`config.mk`:
```
export PLATFORM = sky130hd
export DESIGN_NAME = if_fetch_queue
export DESIGN_NICKNAME = d
export VERILOG_FILES = /design/src/rtl/if_fetch_queue_pkg.sv /design/src/rtl/if_slot_ram.sv /design/src/rtl/if_fetch_queue.sv
export SDC_FILE = /design/constraint.sdc
export NUM_CORES = 1
export LEC_CHECK = 0
export CAP_MARGIN = 20
export CORE_MARGIN = 8
export CORE_UTILIZATION = 45
export DETAILED_ROUTE_END_ITERATION = 8
export PLACE_DENSITY = 0.65
export SYNTH_ARGS = -nofsm -noshare
export SYNTH_HDL_FRONTEND = slang
export SYNTH_HIERARCHICAL = 1
export SYNTH_SLANG_ARGS = --single-unit
export TNS_END_PERCENT = 10
```
`constraint.sdc`:
```
create_clock -name clk -period 8.32 [get_ports clk]
set_clock_uncertainty 0.1 [all_clocks]
set_input_delay 2.496 -clock clk [delete_from_list [all_inputs] [get_ports clk]]
set_output_delay 2.496 -clock clk [all_outputs]
set_load 0.005 [all_outputs]
```
`src/rtl/if_fetch_queue_pkg.sv`:
```
// Shared IF-stage types: per-instruction exception bits and the fetch queue slot layout.
package if_fetch_queue_pkg;

  localparam int          IF_QUEUE_DEPTH = 4;
  localparam logic [31:0] IF_RESET_PC    = 32'hbfc0_0000;

  typedef struct packed {
    logic AddrErrFetch;
  } ExceptinPipeType;

  typedef struct packed {
    logic [31:0]     pc;
    logic [31:0]     instr;
    ExceptinPipeType exc;
    logic            filled;
  } if_slot_t;

endpackage

```
`src/rtl/if_slot_ram.sv`:
```
// Fetch queue storage: DEPTH slots with an alloc write port, a fill write port and a head read port.
module if_slot_ram
  import if_fetch_queue_pkg::*;
#(
  parameter int DEPTH = IF_QUEUE_DEPTH,
  localparam int PTR_W = $clog2(DEPTH)
) (
  input  logic             clk,
  input  logic             rst,
  input  logic             clear,
  input  logic             alloc_en,
  input  logic [PTR_W-1:0] alloc_idx,
  input  if_slot_t         alloc_slot,
  input  logic             fill_en,
  input  logic [PTR_W-1:0] fill_idx,
  input  logic [31:0]      fill_instr,
  input  logic             pop_en,
  input  logic [PTR_W-1:0] head_idx,
  output if_slot_t         head_slot
);

  if_slot_t slots_q [DEPTH];

  // Pop, alloc and fill never target the same slot in one cycle; the order below only matters
  // for robustness.
  always_ff @(posedge clk or negedge rst) begin
    if (!rst) begin
      for (int i = 0; i < DEPTH; i++) slots_q[i] <= '0;
    end else if (clear) begin
      for (int i = 0; i < DEPTH; i++) slots_q[i].filled <= 1'b0;
    end else begin
      if (pop_en) slots_q[head_idx].filled <= 1'b0;
      if (alloc_en) slots_q[alloc_idx] <= alloc_slot;
      if (fill_en) begin
        slots_q[fill_idx].instr  <= fill_instr;
        slots_q[fill_idx].filled <= 1'b1;
      end
    end
  end

  assign head_slot = slots_q[head_idx];

endmodule

```
`src/rtl/if_fetch_queue.sv`:
```
// IF-stage fetch unit: owns the fetch PC, issues in-order I-cache requests and queues the
// responses for ID_Reg; a flush redirects the PC and discards responses still in flight.
module if_fetch_queue
  import if_fetch_queue_pkg::*;
#(
  parameter int          DEPTH    = IF_QUEUE_DEPTH,
  parameter logic [31:0] RESET_PC = IF_RESET_PC
) (
  input  logic            clk,
  input  logic            rst,
  input  logic            IF_Flush,
  input  logic [31:0]     IF_FlushPC,
  input  logic            ID_Wr,
  output logic            req_valid,
  output logic [31:0]     req_addr,
  input  logic            req_ready,
  input  logic            resp_valid,
  input  logic [31:0]     resp_data,
  output logic            IF_Valid,
  output logic [31:0]     IF_Instr,
  output logic [31:0]     IF_PC,
  output ExceptinPipeType IF_ExceptType
);

  localparam int              PTR_W   = $clog2(DEPTH);
  localparam int              CNT_W   = PTR_W + 1;
  localparam logic [CNT_W-1:0] DEPTH_C = CNT_W'(DEPTH);

  logic [31:0]      pc_q;
  logic [PTR_W-1:0] head_q, tail_q, fill_idx;
  logic [CNT_W-1:0] alloc_cnt_q, out_cnt_q, discard_cnt_q;
  logic [CNT_W-1:0] discard_nxt;
  logic [CNT_W:0]   discard_total;
  logic             halt_q;
  logic             space, aligned, issue, mis_alloc, alloc, pop, resp_fill, resp_drop;
  if_slot_t         alloc_slot, head_slot;

  assign space     = alloc_cnt_q < DEPTH_C;
  assign aligned   = pc_q[1:0] == 2'b00;
  assign req_valid = rst && !IF_Flush && !halt_q && space && aligned;
  assign req_addr  = pc_q;
  assign issue     = req_valid && req_ready;
  assign mis_alloc = !IF_Flush && !halt_q && space && !aligned;
  assign alloc     = issue || mis_alloc;
  assign resp_drop = resp_valid && (discard_cnt_q != '0);
  assign resp_fill = resp_valid && (discard_cnt_q == '0);
  assign IF_Valid  = head_slot.filled;
  assign pop       = ID_Wr && IF_Valid && !IF_Flush;

  // Outstanding requests are the youngest allocations, except that a misaligned slot (which
  // halts fetch) sits behind them; that gives the oldest unfilled slot directly.
  assign fill_idx = tail_q - PTR_W'(out_cnt_q) - PTR_W'(halt_q);

  always_comb begin
    alloc_slot                  = '0;
    alloc_slot.pc               = pc_q;
    alloc_slot.exc.AddrErrFetch = !aligned;
    alloc_slot.filled           = !aligned;
  end

  // On flush every request still owed a response must be discarded, minus one answered now.
  always_comb begin
    discard_total = {1'b0, discard_cnt_q} + {1'b0, out_cnt_q};
    if (resp_valid && discard_total != '0) discard_total = discard_total - 1'b1;
    discard_nxt = (discard_total > {1'b0, DEPTH_C}) ? DEPTH_C : discard_total[CNT_W-1:0];
  end

  always_ff @(posedge clk or negedge rst) begin
    if (!rst) begin
      pc_q          <= RESET_PC;
      head_q        <= '0;
      tail_q        <= '0;
      alloc_cnt_q   <= '0;
      out_cnt_q     <= '0;
      discard_cnt_q <= '0;
      halt_q        <= 1'b0;
    end else if (IF_Flush) begin
      pc_q          <= IF_FlushPC;
      head_q        <= '0;
      tail_q        <= '0;
      alloc_cnt_q   <= '0;
      out_cnt_q     <= '0;
      discard_cnt_q <= discard_nxt;
      halt_q        <= 1'b0;
    end else begin
      if (issue) pc_q <= pc_q + 32'd4;
      if (mis_alloc) halt_q <= 1'b1;
      if (alloc) tail_q <= tail_q + PTR_W'(1);
      if (pop) head_q <= head_q + PTR_W'(1);
      alloc_cnt_q <= alloc_cnt_q + CNT_W'(alloc) - CNT_W'(pop);
      out_cnt_q   <= out_cnt_q + CNT_W'(issue) - CNT_W'(resp_fill);
      if (resp_drop) discard_cnt_q <= discard_cnt_q - CNT_W'(1);
    end
  end

  if_slot_ram #(.DEPTH(DEPTH)) u_slot_ram (
    .clk        (clk),
    .rst        (rst),
    .clear      (IF_Flush),
    .alloc_en   (alloc),
    .alloc_idx  (tail_q),
    .alloc_slot (alloc_slot),
    .fill_en    (resp_fill),
    .fill_idx   (fill_idx),
    .fill_instr (resp_data),
    .pop_en     (pop),
    .head_idx   (head_q),
    .head_slot  (head_slot)
  );

  assign IF_Instr      = IF_Valid ? head_slot.instr : '0;
  assign IF_PC         = IF_Valid ? head_slot.pc : '0;
  assign IF_ExceptType = IF_Valid ? head_slot.exc : '0;

endmodule

```
# Yosys cells after proc, flatten, opt, wreduce, memory -nomap -nowiden
# Cells that the tools add are included.
# classes
magnitude_cmp	8
muxes	41
reduce_logical	29
add_sub_neg	12
bitwise	3
# ops
operator	count
2-to-1 mux 264 bit	5
bitwise mux 264 bit	4
demux 66 bit (select 2 bit)	4
2-to-1 mux 66 bit	3
binary-select mux 66 bit (select 2 bit)	1
2-to-1 mux 32 bit	4
2-to-1 mux 34 bit	1
adder 32 x 3 -> 32 bit (second input constant)	1
logical AND 1 bit	16
2-to-1 mux 3 bit	5
nonzero test 2 bit	5
greater-or-equal comparator 3 bit (second input constant)	3
< comparator 3 x 1 -> 1 bit (second input constant)	3
2-to-1 mux 1 bit	9
NOT 2 -> 3 bit	3
2-to-1 mux 2 bit	4
adder 3 x 1 -> 3 bit	2
subtractor 3 x 1 -> 3 bit	2
adder 2 x 1 -> 2 bit (second input constant)	2
adder 3 x 3 -> 4 bit	1
> comparator 4 x 3 -> 1 bit (second input constant)	1
2-to-1 mux 4 bit	1
nonzero test 4 bit	1
subtractor 4 x 1 -> 4 bit (second input constant)	1
9 further kinds	11
# totals
elab_cells	116
ff_bits	310
output_inout_bits	99

# Depth between registers and ports, before layout
# depth
depth_word	15
depth_mapped	14
depth_no_buf	11

# Cells and area by module
# The synthesis kept the hierarchy.
# by_module_without_submodules
mod	seq_area_each_um2	cells_per_inst	area_per_inst_um2	instances
if_slot_ram	6606.3	1050	13839.5	1
if_fetch_queue	1162.4	436	3623.5	1

# Worst setup path before layout
# Ideal clock, no wire load.
# synth_timing
path_kind	input port to output port
start	input port IF_Flush
end	output port req_valid
n_path_buf	2
path_stages	4
path_slack_ns	2.517
arrival_time_ns	3.207
path_cell_list	buf_2 buf_1 nor3_1 and3_1
# synth_via
elab_chain_cells	5
# synth_lines
element	line_no	text
from (decl)	if_fetch_queue.sv:11	input logic IF_Flush,
logical NOT 1 bit	if_fetch_queue.sv:40	assign req_valid = rst && !IF_Flush && !halt_q && space && aligned;
logical AND 1 bit (4 in a row)	if_fetch_queue.sv:40	
to (decl)	if_fetch_queue.sv:14	output logic req_valid,
# Every way passes these cells.

# Final worst setup path
# Ends and elaborated chain as after synthesis.

==> metrics.txt <==
status finished, final reports clean; Yosys warning count 6; area of the multi-input gates 9090 sq um; max incr delay on CP 0.65 ns; nets 1714; max frequency 151.5 MHz; Placed Cells 2105; Rel. slew slack 0.3294; Cells after Synth 1486; Worst EP arrival 4.00 ns; min Tclk post-route 6.599 ns; post-synthesis xor/xnor area fraction 0.008526; routed via count 13310; std cell rows 72; complex-gate fraction of the synthesized area 0.1521; worst endpoint required time 5.72 ns; first-pass GRT wire length 79.94 mm; Hold Vio Cnt, Final 0; switching pwr 2096 uW; layout cells sized above 1 0.1904; worst min path class reg -> reg; reported max-cap violation count 0; postcts setup bufs 0; Setup CP Type in -> out; Reg clk slew, reported paths 0.06 ns; CP Launch Type input port; root buffer cell clkbuf_16; ys async rst share 1.000; Simple-Gate Fraction of Synth Area 0.1487; fillers 3330; register bit total from synthesis 310; GPL Wtd Cong 0.8475; Post-Syn Area 17460 sq um; gr ovfl total 0; IO Port Bufs 168; CTS tree built; vias per cell 6.128; starting density of the core 0.4540; Cell Pwr Density 307.0 nW/um^2; antenna viol nets, final 0; adder-cell share of the synthesized area 0.01390; Ports 169; worst-case reg-to-reg path depth 10; drt initial violations 939; CP top delay family buffers and inverters; Hold Slack 0.3839 ns; Max Slew Vio Count 0; Area growth syn-to-layout 19.12%; # clock sinks 310; Setup crit end kind primary output; mean post-synth cell area 11.75 sq um; Layout Cells excl Fill 2172; H-tree Lvls 2; largest net degree at the start of global routing 132; DRT Wirelength 49.91 mm; height of the die 213.0 um; register area share after synthesis 0.4449; die width 213.0 um; initial antenna violation count 1; storage element area 7780 sq um; Post-synth EDFFs 0; vias in the first global route 13850; maximum VDD drop 217.8 uV; Hold Path Depth 1; CTS max path bufs 3; leakage 0.008346 uW; sequential share of power 0.379; Inserted Diodes 0; commonest register cell after synthesis dfrtp_1; CP Max Fanout 115; WL per Instance 22.98 um; Final setup viols 0; final setup TNS 0 ns; largest family of logic cells by synthesized area multiplexers; ordered cell list for the critical path buf_6, nor3_1, and3_1, clkdlybuf4s50_1; part of the power in the clock network 0.265; switching share of power 0.3282; CTS resizes 0; total CTS buffers 37; Crit path depth 4; Setup WS post-layout 1.721 ns; CP Buf/Inv Count 2; Crit-path slowest cell buf_6; DP Worst Slack 1.688 ns; Gate power share 0.356; overall fraction of global-route tracks in use 0.2200; Tcrit/Tclk final 0.7932; hold buffers post-CTS 0; worst skew pair latency 0.53 ns; die area 45370 sq um; post-synthesis mux area share 0.1733; HPWL Detailed 28.84 mm; internal power 4291 uW; RSZ-0062 raised after global routing no; worst slew pin tran 1.006 ns; core area 38470 sq um; Remaining DRCs 0; TritonRoute pass-1 iters 7; Yosys cell types 66
layout by cell type, fill, tap and decap left out, types with 7 or more instances in the layout:
cell type,count
nand2_1,39
nand3b_1,9
clkdlybuf4s50_1,166
xor2_1,8
and4b_1,32
clkbuf_16,38
and4_1,34
mux4_2,66
dfstp_2,9
clkbuf_1,10
o211ai_1,11
o22a_1,64
xnor2_1,7
dfrtp_1,298
ha_1,13
clkbuf_8,7
nand3_1,19
o21ai_0,20
o2bb2ai_1,64
nor4b_1,32
mux2_2,131
a21oi_1,13
conb_1,96
a31oi_1,70
nand4_1,14
and2_1,68
a41oi_1,65
inv_1,23
nor3_1,8
nor2_1,61
buf_4,28
nor4bb_1,32
worst paths after layout:
| kind | start | to | slack, ns |
|---|---|---|---|
| min in group asynchronous | rst | u_slot_ram/slots_q[10] | 1.79 |
| min reg2reg | flop | flop | 0.38 |
| max | IF_Flush | req_valid | 1.72 |
| min | flop | flop | 0.38 |
| max reg2reg | tail_q[0] | u_slot_ram/slots_q[230] | 4.28 |
| max in group asynchronous | rst | async pin | 4.26 |
cells by family (layout without fill, tap and decap cells):
logic type                 count (synthesis)  in the layout
xor gates and xnor gates                  17             17
and+or+nand+nor                          383            383
muxes                                    203            203
DFF                                      310            310
adders and majority gates                 17             17
other                                      1             96
buffers and inverters                    214            287
AOI/OAI and AO/OA                        341            341
Yosys cell counts (39+ instances only):
| cell | number | area (sq um) |
|---|---|---|
| a41oi_1 | 65 | 569.3 |
| o2bb2ai_1 | 64 | 560.5 |
| and2_1 | 69 | 431.7 |
| nand2_1 | 39 | 146.4 |
| dfrtp_1 | 301 | 7532 |
| mux2_2 | 131 | 1475 |
| o22a_1 | 64 | 560.5 |
| buf_2 | 47 | 235.2 |
| clkbuf_1 | 95 | 356.6 |
| a31oi_1 | 70 | 437.9 |
| mux4_2 | 66 | 1486 |
| nor2_1 | 61 | 229.0 |
per-stage QoR:
stage | power, uW | utilization | area (sq um)
2_1_floorplan | 3949 | - | 17820
4_1_cts | 6409 | 0.5403 | 20780
3_5_place_dp | 4689 | 0.5071 | 19510
6_report | 6387 | 0.5408 | 20800
3_3_place_gp | 4615 | 0.5071 | 19510
5_1_grt | 6736 | 0.5408 | 20800
power by group through the flow:
stage	clock network, uW	logic (uW)	registers (uW)
2_1_floorplan	0	1670	2280
3_3_place_gp	0	2210	2410
3_5_place_dp	0	2260	2430
4_1_cts	1730	2260	2410
5_1_grt	1790	2460	2490
6_report	1690	2270	2420
per-layer routing:
metal | GRT usage | part of all wire | up-vias | wire length [um]
met3 | 0.04521 | 0.068 | 67 | 3384
met5 | 0 | 0.00032 | - | 16
met1 | 0.3059 | 0.44 | 6814 | 22140
li1 | - | - | 5948 | -
met2 | 0.3480 | 0.47 | 479 | 23440
met4 | 0.05783 | 0.019 | 2 | 924
cell type report:
type / count / share of cell area
clock buffer: 55 / 0.05215
clock inverter: 11 / 0.009202
inverter: 24 / 0.004331
multi-input combinational: 1057 / 0.4370
sequential: 310 / 0.3740
tap: 518 / 0.03116
timing repair buffer: 197 / 0.09220
Power figures use the tool's default switching activity.
